$ cat config.mk
export PLATFORM = sky130hd
export DESIGN_NAME = mem_arbiter
export DESIGN_NICKNAME = d
export VERILOG_FILES = /design/src/rtl/mem_arbiter.sv
export SDC_FILE = /design/constraint.sdc
export NUM_CORES = 1
export LEC_CHECK = 0
export ABC_AREA = 1
export CORE_MARGIN = 5
export CORE_UTILIZATION = 39
export DETAILED_ROUTE_END_ITERATION = 12
export MAX_ROUTING_LAYER = met4
export PLACE_DENSITY = 0.79
export SYNTH_ARGS = -nofsm -noshare
export SYNTH_HDL_FRONTEND = slang
export SYNTH_SLANG_ARGS = --single-unit
$ cat constraint.sdc
create_clock -name clk -period 2.07 [get_ports clk]
set_input_delay 0.414 -clock clk [delete_from_list [all_inputs] [get_ports clk]]
set_output_delay 0.414 -clock clk [all_outputs]
set_load 0.02 [all_outputs]
$ cat src/rtl/mem_arbiter.sv
// rtl/mem_arbiter.sv - Fetch/data arbiter onto a single-port word RAM.
// Sub-word stores are done as read-modify-write; bad data accesses complete with d_err.
module mem_arbiter #(
  parameter int MEM_BYTES = 16
) (
  input  logic        clk,
  input  logic        rst,
  input  logic        i_req,
  input  logic [31:0] i_addr,
  output logic        i_ready,
  output logic        i_valid,
  output logic [31:0] i_rdata,
  input  logic        d_req,
  input  logic        d_we,
  input  logic [1:0]  d_size,
  input  logic [31:0] d_addr,
  input  logic [31:0] d_wdata,
  output logic        d_ready,
  output logic        d_valid,
  output logic [31:0] d_rdata,
  output logic        d_err,
  output logic        ram_we,
  output logic [31:0] ram_addr,
  output logic [31:0] ram_wdata,
  input  logic [31:0] ram_rdata
);

  typedef enum logic [1:0] {IDLE, RD_WAIT, RMW, ACK} state_t;

  localparam logic [1:0]  SZ_BYTE   = 2'b00;
  localparam logic [1:0]  SZ_HALF   = 2'b01;
  localparam logic [1:0]  SZ_WORD   = 2'b10;
  localparam logic [31:0] MEM_LIMIT = 32'(MEM_BYTES);

  state_t      state_q, state_d;
  logic        last_d_q, last_d_d;   // 1 when the data port won the most recent grant
  logic        own_d_q, own_d_d;
  logic [1:0]  off_q, off_d;
  logic [1:0]  size_q, size_d;
  logic        err_q, err_d;
  logic [15:0] wdata_q, wdata_d;
  logic [31:0] ram_addr_q, ram_addr_d;
  logic [31:0] ram_wdata_q, ram_wdata_d;

  logic        grant_i, grant_d, d_bad, we_raw;
  logic [31:0] load_word, merged;
  logic        unused_ok;

  assign unused_ok = ^i_addr[1:0];

  always_comb begin
    d_bad = (d_addr >= MEM_LIMIT);
    case (d_size)
      SZ_BYTE: begin end
      SZ_HALF: if (d_addr[0]) d_bad = 1'b1;
      SZ_WORD: if (d_addr[1:0] != 2'b00) d_bad = 1'b1;
      default: d_bad = 1'b1;
    endcase
  end

  always_comb begin
    load_word = ram_rdata;
    if (size_q == SZ_BYTE) begin
      case (off_q)
        2'd0:    load_word = {24'd0, ram_rdata[7:0]};
        2'd1:    load_word = {24'd0, ram_rdata[15:8]};
        2'd2:    load_word = {24'd0, ram_rdata[23:16]};
        default: load_word = {24'd0, ram_rdata[31:24]};
      endcase
    end else if (size_q == SZ_HALF) begin
      load_word = off_q[1] ? {16'd0, ram_rdata[31:16]} : {16'd0, ram_rdata[15:0]};
    end
  end

  always_comb begin
    merged = ram_rdata;
    if (size_q == SZ_HALF) begin
      if (off_q[1]) merged[31:16] = wdata_q;
      else          merged[15:0]  = wdata_q;
    end else begin
      case (off_q)
        2'd0:    merged[7:0]   = wdata_q[7:0];
        2'd1:    merged[15:8]  = wdata_q[7:0];
        2'd2:    merged[23:16] = wdata_q[7:0];
        default: merged[31:24] = wdata_q[7:0];
      endcase
    end
  end

  always_comb begin
    state_d   = state_q;
    last_d_d  = last_d_q;
    own_d_d   = own_d_q;
    off_d     = off_q;
    size_d    = size_q;
    err_d     = err_q;
    wdata_d   = wdata_q;
    grant_i   = 1'b0;
    grant_d   = 1'b0;
    we_raw    = 1'b0;
    ram_addr  = ram_addr_q;
    ram_wdata = ram_wdata_q;
    i_valid   = 1'b0;
    i_rdata   = 32'd0;
    d_valid   = 1'b0;
    d_rdata   = 32'd0;
    d_err     = 1'b0;

    case (state_q)
      IDLE: begin
        if (!rst) begin
          if (d_req && (!i_req || !last_d_q)) grant_d = 1'b1;
          else if (i_req)                     grant_i = 1'b1;
        end
        if (grant_i) begin
          ram_addr = {i_addr[31:2], 2'b00};
          own_d_d  = 1'b0;
          last_d_d = 1'b0;
          state_d  = RD_WAIT;
        end else if (grant_d) begin
          ram_addr = {d_addr[31:2], 2'b00};
          own_d_d  = 1'b1;
          last_d_d = 1'b1;
          off_d    = d_addr[1:0];
          size_d   = d_size;
          wdata_d  = d_wdata[15:0];
          err_d    = d_bad;
          if (d_bad) begin
            state_d = ACK;
          end else if (!d_we) begin
            state_d = RD_WAIT;
          end else if (d_size == SZ_WORD) begin
            we_raw    = 1'b1;
            ram_wdata = d_wdata;
            state_d   = ACK;
          end else begin
            state_d = RMW;
          end
        end
      end
      RD_WAIT: begin
        if (own_d_q) begin
          d_valid = 1'b1;
          d_rdata = load_word;
        end else begin
          i_valid = 1'b1;
          i_rdata = ram_rdata;
        end
        state_d = IDLE;
      end
      RMW: begin
        we_raw    = 1'b1;
        ram_wdata = merged;
        state_d   = ACK;
      end
      default: begin
        d_valid = 1'b1;
        d_err   = err_q;
        state_d = IDLE;
      end
    endcase

    ram_addr_d  = ram_addr;
    ram_wdata_d = ram_wdata;
  end

  assign i_ready = grant_i;
  assign d_ready = grant_d;
  assign ram_we  = we_raw & ~rst;

  always_ff @(posedge clk) begin
    if (rst) begin
      state_q     <= IDLE;
      last_d_q    <= 1'b0;
      own_d_q     <= 1'b0;
      off_q       <= 2'd0;
      size_q      <= 2'd0;
      err_q       <= 1'b0;
      wdata_q     <= 16'd0;
      ram_addr_q  <= 32'd0;
      ram_wdata_q <= 32'd0;
    end else begin
      state_q     <= state_d;
      last_d_q    <= last_d_d;
      own_d_q     <= own_d_d;
      off_q       <= off_d;
      size_q      <= size_d;
      err_q       <= err_d;
      wdata_q     <= wdata_d;
      ram_addr_q  <= ram_addr_d;
      ram_wdata_q <= ram_wdata_d;
    end
  end

endmodule

==> flow_summary_export.csv <==
group,metric,value,unit
global_route,grtUsageTotal,38.05,%
power,switching_power,3.167,mW
worst_setup_path,critPathKind,"reg2out",
final_layout,layout.core_utilization,94.66,%
power,total_power,7.925,mW
cts,ctsLongestPathBuffers,2,
timing,period_needed,2.870,ns
final_layout,syn2layout_area_growth,139.7,%
flow_run,drv_cap,0,
worst_setup_path,path_max_fanout,8,
cts,cts_sinks,88,
final_layout,layout-drive-gt1-share,60.72,%
detailed_routing,wire_per_inst,28.13,µm
synth,yosysUniqueCellTypes,41,
synth,ys_top_cells_by_area,"dfxtp_1 (29%), nand2_1 (12%), nand3_1 (8.6%), inv_1 (7.4%), a21oi_1 (5.4%)",
synth,syn_area,5982,µm²
power,comb_power_share,51.1,%
worst_setup_path,cp_slowest_cell,"a21oi_1",
die,dieArea,17920,µm²
cts,postCtsHoldBufs,0,
worst_setup_path,required,1.66,ns
detailed_routing,drcViolationCount,0,
cts,worst_skew_pair.late_latency,0.36,ns
power,powerDensity,552.8,nW/µm²
timing,rsz0062_at_grt,"yes",
timing,fmax,348.4,MHz
die,die_w,133.9,µm
cts,h-tree-depth,3,
timing,max_slew_margin,37.33,%
synth,synth_edf_count,0,
timing,hold_viol_final,0,
status,violations,"negative setup slack",
global_route,grt_max_degree,66,
power,ir_worst_vdd,0.0004283,V
die,coreArea,15150,µm²
power,seq_power_share,24.7,%
timing,setup_viol,126,
detailed_routing,vias,11250,
synth,ys_warn_count,0,
synth,synth_fp_nets,1090,
placement,placed_area,10270,µm²
synth,avgSynthCellArea,6.284,µm²
worst_setup_path,crit_path_end_kind,"primary output",
worst_setup_path,cpPeakStageDelay,0.61,ns
die,initial_core_util,39.50,%
worst_hold_path,min-delay-path-class,"in2reg",
synth,synth_top_area_share,29.45,%
detailed_routing,firstDrtPassIters,9,
power,p_sw_share,39.97,%
final_layout,final_cells,1699,
detailed_routing,first_iter_violations,1754,
placement,port_buffers,266,
cts,cts_buffers,9,
placement,place_inst,1543,
power,p_clk_share,24.1,%
timing,period_share,138.6,%
cts,path_clk_slew,0.07,ns
global_route,grt_remaining_overflow,0,
global_route,grt_antenna_before_repair,4,
synth,async_reset_ff_share,0,%
power,p_leak,6.461,nW
timing,maxSlewViolCount,0,
synth,ys.flop_type,"dfxtp_1",
final_layout,fill_cells,452,
global_route,grt_first_pass_wirelength,52.72,mm
timing,whs,0.4102,ns
placement,gp_congestion,0.9991,
status,status,"finished, violations left",
synth,yosysTopAreaCell,"dfxtp_1",
timing,worst_slack,-0.7999,ns
detailed_routing,via_per_inst,6.622,
final_layout,final_area,14340,µm²
cts,cts_tree,"yes",
placement,dp_hpwl,21.23,mm
synth,yosys_register_bits,88,
synth,netlist_instances,952,
worst_setup_path,r2r_slack,-0.38,ns
final_layout,layout_commonest_cell,"buf_4",
timing,tightest_slew,0.9401,ns
detailed_routing,final_antenna_net_count,0,
global_route,grt_pass1_vias,10040,
detailed_routing,wl,47.80,mm
die,die_y,133.9,µm
worst_setup_path,cp_cell_sequence,"buf_4, nor2_2, buf_4, o21ai_1, a21oi_1, a21oi_1, nand2_2, buf_6",
final_layout,final_cell_mix,"buf_4 (250), buf_6 (164), inv_1 (106), clkdlybuf4s50_1 (89), dfxtp_1 (81)",
worst_setup_path,cp-start-kind,"register",
final_layout,fin_nets,1640,
worst_setup_path,arrival,2.46,ns
die,fp-row-count,45,
synth,ys_seq_area_share,29.45,%
timing,skew,0.01165,ns
die,ios,269,
power,p_int,4.757,mW
cts,root_buffer,"clkbuf_16",
power groups by stage:
stage | clock network (mW) | logic (mW) | registers [mW]
floorplan | 0 | 1.24 | 1.92
global placement | 0 | 2.57 | 1.92
detailed placement | 0 | 2.59 | 1.93
CTS | 1.84 | 3.24 | 1.92
global route | 1.99 | 4.15 | 1.97
finish | 1.91 | 4.05 | 1.96
routing by layer:
layer / GRT usage, % / up-vias / routed length (µm)
met5: - / - / 0
met3: 8.515 / 550 / 6888
met2: 64.65 / 1267 / 20910
met1: 39.48 / 5111 / 14510
li1: - / 4322 / -
met4: 25.37 / 0 / 5491
Yosys cell counts, types with 3 or more instances:
cell,instances
a211oi_1,26
a21oi_1,64
a21oi_2,5
a22oi_1,16
a31oi_1,30
buf_1,3
buf_2,24
buf_4,4
buf_6,6
clkbuf_1,23
dfxtp_1,88
ha_1,3
inv_1,118
inv_2,22
nand2_1,187
nand2_2,4
nand3_1,103
nand4_1,10
nor2_1,76
nor3_1,28
o21ai_0,36
o21ai_1,28
o21ai_2,4
o221ai_1,16
o22ai_1,8
logic make-up after synthesis:
group,after synthesis,synth area share [%]
simple gates,418,30.79
buf+inv,201,14.14
compound gates,242,24.99
flops,88,29.45
fa+ha+maj,3,0.6276
flip-flops by register name, indices dropped and copies added (netlist names):
| register | count |
|---|---|
| err_q | 1 |
| off_q | 2 |
| own_d_q | 1 |
| ram_addr_q | 32 |
| ram_wdata_q | 32 |
| size_q | 2 |
| state_q | 2 |
| wdata_q | 16 |
path summary, 6_finish.rpt:
path                        from              end  depth (start not counted)
hold reg to reg   ram_addr_q[19]   ram_addr_q[19]                          2
setup reg to reg         own_d_q  ram_wdata_q[27]                         16
setup / recovery      state_q[0]    ram_wdata[18]                          8
hold / removal        d_addr[25]   ram_addr_q[25]                          3
final cells by class:
cell class / instances / area [µm²] / share of cell area (%)
clock buffers: 12 / 256.5 / 1.789
multi-input cells: 663 / 5448 / 38.00
inverters: 141 / 596.8 / 4.163
clock inverters: 4 / 76.32 / 0.5324
repair buffers: 598 / 5924 / 41.32
diodes: 4 / 10.01 / 0.06982
repair inverters: 1 / 8.758 / 0.06109
well taps: 188 / 235.2 / 1.641
flip-flops and latches: 88 / 1780 / 12.42
per-stage QoR:
step / setup TNS, ns / worst slack, ns
detailed placement: -98.91 / -1.195
floorplan: -0.0009694 / -0.0004847
global placement: -92.54 / -1.132
global route: -42.10 / -0.8258
CTS: -19.51 / -0.3603
finish: -36.20 / -0.7999
critical path: cells and delay by family, from the launching register on:
family	cells	cell delay [ns]
DFF	1	0.33
buffers and inverters	3	0.50
and+or+nand+nor	2	0.37
AOI/OAI and AO/OA	3	0.88
what timing repair did:
action | 4_1_cts | 5_1_grt
setup buffers | 101 | 52
cloned | 11 | 11
resized for setup | 1124 | 381
setup endpoints to repair | 153 | 139
pin swaps | 70 | 79
Note: power is estimated with default switching activity, not from simulation.
